`src/rtl/alu_arbiter.sv`:
```
// -----------------------------------------------------------------------------
// alu_arbiter
//   Arbitrates two requesters onto one shared combinational ALU. One operation
//   at a time: IDLE (grant) -> ISSUE (drive ALU, capture result) -> RESP (hold
//   result until the winner takes it).
//
//   Build option:
//     ALU_ARBITER_FIXED_PRI_EN  requester 0 always wins a tie (no round-robin)
//
//   Ports:
//     clk, rst_n                 clock, asynchronous active-low reset
//     reqN_valid/ready           request handshake, N = 0,1
//     reqN_op, reqN_a, reqN_b    operation code and operands
//     respN_valid/ready          response handshake, N = 0,1
//     resp_data, resp_err        registered result / illegal-op flag (shared)
//     alu_op, alu_a, alu_b       drive to shared ALU (zero outside ISSUE)
//     alu_result                 combinational ALU result
//     busy                       high whenever not IDLE
//
//   state | meaning
//   IDLE  | waiting for a request; grant issued combinationally
//   ISSUE | registered op driven to ALU, result captured at the edge
//   RESP  | result presented to the winner until respN_ready
// -----------------------------------------------------------------------------
module alu_arbiter #(
    parameter int WIDTH = 32
) (
    input  logic             clk,
    input  logic             rst_n,
    input  logic             req0_valid,
    output logic             req0_ready,
    input  logic [3:0]       req0_op,
    input  logic [WIDTH-1:0] req0_a,
    input  logic [WIDTH-1:0] req0_b,
    input  logic             req1_valid,
    output logic             req1_ready,
    input  logic [3:0]       req1_op,
    input  logic [WIDTH-1:0] req1_a,
    input  logic [WIDTH-1:0] req1_b,
    output logic             resp0_valid,
    input  logic             resp0_ready,
    output logic             resp1_valid,
    input  logic             resp1_ready,
    output logic [WIDTH-1:0] resp_data,
    output logic             resp_err,
    output logic [3:0]       alu_op,
    output logic [WIDTH-1:0] alu_a,
    output logic [WIDTH-1:0] alu_b,
    input  logic [WIDTH-1:0] alu_result,
    output logic             busy
);

    typedef enum logic [1:0] {IDLE, ISSUE, RESP} state_t;

    state_t           state_q, state_d;
    logic             ptr_q, ptr_d;      // last granted requester
    logic             id_q, id_d;        // requester owning the in-flight op
    logic [3:0]       op_q, op_d;
    logic [WIDTH-1:0] a_q, a_d;
    logic [WIDTH-1:0] b_q, b_d;
    logic [WIDTH-1:0] resp_data_q, resp_data_d;
    logic             resp_err_q, resp_err_d;
    logic             winner;
    logic             op_legal;

    // Requester that would be granted if we are in IDLE.
    always_comb begin
        winner = ~req0_valid;
`ifdef ALU_ARBITER_FIXED_PRI_EN
        winner = ~req0_valid;
`else
        if (req0_valid && req1_valid) begin
            winner = ~ptr_q;
        end
`endif
    end

    // 0110 and every 1xxx code are illegal.
    assign op_legal = ~(op_q[3] | (op_q == 4'b0110));

    always_comb begin
        state_d     = state_q;
        ptr_d       = ptr_q;
        id_d        = id_q;
        op_d        = op_q;
        a_d         = a_q;
        b_d         = b_q;
        resp_data_d = resp_data_q;
        resp_err_d  = resp_err_q;
        req0_ready  = 1'b0;
        req1_ready  = 1'b0;
        resp0_valid = 1'b0;
        resp1_valid = 1'b0;
        alu_op      = 4'b0000;
        alu_a       = '0;
        alu_b       = '0;

        case (state_q)
            IDLE: begin
                if (req0_valid || req1_valid) begin
                    req0_ready = ~winner;
                    req1_ready = winner;
                    op_d       = winner ? req1_op : req0_op;
                    a_d        = winner ? req1_a  : req0_a;
                    b_d        = winner ? req1_b  : req0_b;
                    id_d       = winner;
                    ptr_d      = winner;
                    state_d    = ISSUE;
                end
            end
            ISSUE: begin
                // Illegal ops never reach the ALU; the response is forced to 0.
                if (op_legal) begin
                    alu_op      = op_q;
                    alu_a       = a_q;
                    alu_b       = b_q;
                    resp_data_d = alu_result;
                end else begin
                    resp_data_d = '0;
                end
                resp_err_d = ~op_legal;
                state_d    = RESP;
            end
            RESP: begin
                resp0_valid = ~id_q;
                resp1_valid = id_q;
                if (id_q ? resp1_ready : resp0_ready) begin
                    state_d = IDLE;
                end
            end
            default: begin
                state_d = IDLE;
            end
        endcase
    end

    always_ff @(posedge clk or negedge rst_n) begin
        if (!rst_n) begin
            state_q     <= IDLE;
            ptr_q       <= 1'b1;
            id_q        <= 1'b0;
            op_q        <= 4'b0000;
            a_q         <= '0;
            b_q         <= '0;
            resp_data_q <= '0;
            resp_err_q  <= 1'b0;
        end else begin
            state_q     <= state_d;
            ptr_q       <= ptr_d;
            id_q        <= id_d;
            op_q        <= op_d;
            a_q         <= a_d;
            b_q         <= b_d;
            resp_data_q <= resp_data_d;
            resp_err_q  <= resp_err_d;
        end
    end

    assign resp_data = resp_data_q;
    assign resp_err  = resp_err_q;
    assign busy      = (state_q != IDLE);

endmodule
```
`config.mk`:
```
export PLATFORM = sky130hd
export DESIGN_NAME = alu_arbiter
export DESIGN_NICKNAME = d
export VERILOG_FILES = /design/src/rtl/alu_arbiter.sv
export SDC_FILE = /design/constraint.sdc
export NUM_CORES = 1
export LEC_CHECK = 0
export ABC_AREA = 1
export BUFFER_PORTS_ARGS = -buffer_cell sky130_fd_sc_hd__buf_2
export CAP_MARGIN = 20
export CORE_ASPECT_RATIO = 1.75
export CORE_MARGIN = 2
export CORE_UTILIZATION = 32
export CTS_CLUSTER_DIAMETER = 30
export CTS_CLUSTER_SIZE = 28
export DETAILED_ROUTE_END_ITERATION = 10
export PLACE_DENSITY = 0.7
export SYNTH_ARGS = -nofsm -noshare
export SYNTH_HDL_FRONTEND = slang
export SYNTH_SLANG_ARGS = --single-unit
export TNS_END_PERCENT = 50
```
`constraint.sdc`:
```
create_clock -name clk -period 3.31 [get_ports clk]
set_clock_uncertainty 0.2 [all_clocks]
set_input_delay 0.4965 -clock clk [delete_from_list [all_inputs] [get_ports clk]]
set_output_delay 0.4965 -clock clk [all_outputs]
set_load 0.02 [all_outputs]
```
==> summary.txt <==
Logic synthesis
  – Yosys top cell by area: dfrtp_1
  – Cell Area, Synth: 5920 um2
  – Top cell type's share of synthesized area: 43.9%
  – Sequential share of the synthesized area: 44.4%
  – Distinct cells, synth: 17
  – Syn Area/Cell: 6.63 um2
  – Largest cells by area after synthesis: dfrtp_1 44%, nand2_1 17%, nand3_1 14%
  – Synth Register Bits: 105
  – Syn Inst Count: between 800 and 900
  – Syn Nets: 1068
  – Synth Warn #: 0

STA
  – RSZ-0062 raised after global routing: false
  – Min Tclk post-route: 2510 ps
  – Slew Viols, Final: 0
  – Setup TNS: 0 ps
  – Rel. slew slack: 51.6%
  – Count of final hold-check violations: 0
  – F_max: 398 MHz
  – Final setup vio count: 0
  – Crit share post-route: 75.9%
  – Worst-Margin Slew: 725 ps

Die
  – Die area: 19700 um2
  – Die W: 107 um
  – Core area: about 18000 um2
  – Die height: about 180 um
  – Ports: 280
  – Rows: 65
  – Initial Utilization: 32.8%

Placed design
  – DP HPWL: 13400 um
  – GPL Wtd Cong: approximately 0.83
  – Placed Instances: ~1400
  – Area after DPL: 7440 um2
  – IO Port Bufs: 278

Route
  – Post-route ant nets: 0
  – Drt pass-1 iters: 4
  – Via count: 6135
  – Final wirelength: 18200 um
  – 1st-iter DRT viols: 260
  – Final routed DRC violation total: 0
  – Max Used Layer: met4
  – Met2 WL post-DR: ~9800 um
  – Met1 WL: 7110 um
  – Met3 routed WL: 802 um
  – Avg WL per Cell: 13.2 um
  – Via-to-Cell Ratio: 4.44

Pwr
  – Leakage power: 5.10 nW
  – PD cells: 815 nW/um2
  – Power share of the combinational group: 47.7%
  – Switch Pwr: 0.00289 W
  – Clock share of power: between 10% and 20%
  – Sw frac: about 46%
  – Internal power: ~0.0034 W
  – Peak supply drop: 0.440 mV
  – Sequential share of power: 34.8%

Critical path
  – Critical path class: reg -> out
  – Crit Path Max Fanout: 40
  – WP data required: 2610 ps
  – Worst Path Arrival: 1820 ps
  – Startpoint types: flop
  – CP Capture Type: output port

Global route
  – Overflow after GRT: 0
  – Global-route wire length before repair: 28100 um
  – Global Route Usage Sum: 18.2%
  – Vias in the first global route: roughly 5900
  – Initial antenna violation count: 1
  – Largest net degree at the start of global routing: between 60 and 70

Clock network
  – # clock sinks: around 110
  – CTS Buf Count: 9
  – Clock tree buffer depth: 2
  – # Post-CTS Setup Buffers: 0
  – CTS tree: yes
  – Root Buffer Master: clkbuf_16
  – Clock-pin slew on the worst setup and hold paths: roughly 80 ps
  – Worst skew pair latency: ~350 ps
  – # H-tree levels: 3

Final layout
  – Post-Layout Cell Count: 1383
  – Layout cell share with drive strength beyond 1: 27.4%
  – Design Area, Final: approximately 7800 um2
  – Commonest non-fill, non-tap cell in the layout: buf_2
  – Final #Nets: roughly 1300
  – Most frequent cells in the layout: 277 x buf_2, 273 x nand2_1, 208 x inv_1, 170 x nand3_1, 104 x dfrtp_1
  – Synth-to-layout area growth: 30.9%
  – Final Core Density: 42.9%

Outcome
  – Outcome: completed

Job
  – Max Cap Viol: 0

Worst hold path
  – Hold/Removal Path Class: in -> reg
-- sequential cells by signal, summed over array words and instances, names as in the netlist --
signal	flops
a_q	32
resp_data	32
resp_err	1
b_q	32
id_q	1
ptr_q	1
state_q	2
op_q	4
-- area by class of cell --
| type | instances | area, um2 |
|---|---|---|
| Antenna cell | 1 | 2.50 |
| Clock buffer | 10 | 229 |
| Clock inverter | 6 | 72.6 |
| Fill cell | 1967 | 10300 |
| Inverter | 210 | 788 |
| Multi-Input combinational cell | 526 | 2220 |
| Sequential cell | 105 | 2630 |
| Tap cell | 234 | 293 |
| Timing Repair Buffer | 291 | 1520 |
-- cell families after synthesis --
kind of cell	count (synthesis)	share of synthesized area [%]
simple gates	521	37.0
buf+inv	263	18.2
flops	105	44.4
compound gates	4	0.338
other cells	1	0.0633
-- cell usage after synthesis --
cell,count
nor2_2,1
nand3_1,170
buf_6,7
inv_2,2
conb_1,1
nand2_1,275
nor2_1,71
clkbuf_1,15
nor2_4,2
buf_2,30
dfstp_2,1
a21oi_1,2
buf_4,1
nand2_2,2
o21ai_0,2
dfrtp_1,104
inv_1,208
-- per-layer routing --
layer,vias up,GRT usage (%)
met5,-,0
met4,0,7.32
met3,37,2.66
met2,195,34.0
met1,2794,20.3
li1,3109,-
-- power groups by stage --
stage | combinational [W] | clock (W) | sequential, W
after CTS | 0.00307 | 0.00114 | 0.00221
after global placement | 0.00301 | 0 | 0.00221
final | 0.00302 | 0.00110 | 0.00220
after global routing | 0.00339 | 0.00120 | 0.00228
after detailed placement | 0.00307 | 0 | 0.00222
after floorplan | 0.00197 | 0 | 0.00235
-- critical path, cell delays in order (launching register included) --
cell and delay (ps):
dfrtp_1 370, inv_2 80, nand2_2 70, nor2_4 90
nand2_2 190, buf_12 250, nor2_1 190, buf_2 200
-- stage by stage --
stage | hold WS [ps] | worst slack (ps) | power (W)
2_1_floorplan | 0.909 | 1320 | 0.00432
3_3_place_gp | 258 | 1060 | 0.00522
3_5_place_dp | 261 | 1040 | 0.00529
4_1_cts | 153 | 755 | 0.00642
5_1_grt | 161 | 661 | 0.00686
6_report | 165 | 798 | 0.00632
-- final timing paths --
kind / start / endpoint / slack, ps / depth (start not counted)
max: state_q[1] / alu_b[2] / 800 / 7
min: alu_result[6] / resp_data[6] / 170 / 3
max reg2reg: state_q[0] / b_q[17] / 1200 / 7
min reg2reg: resp_data[13] / resp_data[13] / 270 / 2
max in group asynchronous: rst_n / op_q[1] / 1620 / 3
min in group asynchronous: rst_n / id_q / 490 / 2
-- what timing repair did --
action,CTS,global route
gates resized for setup,0,0
hold endpoints to repair,36,0
hold buffers,1,0
No activity file was read; power rests on OpenSTA's default activity.
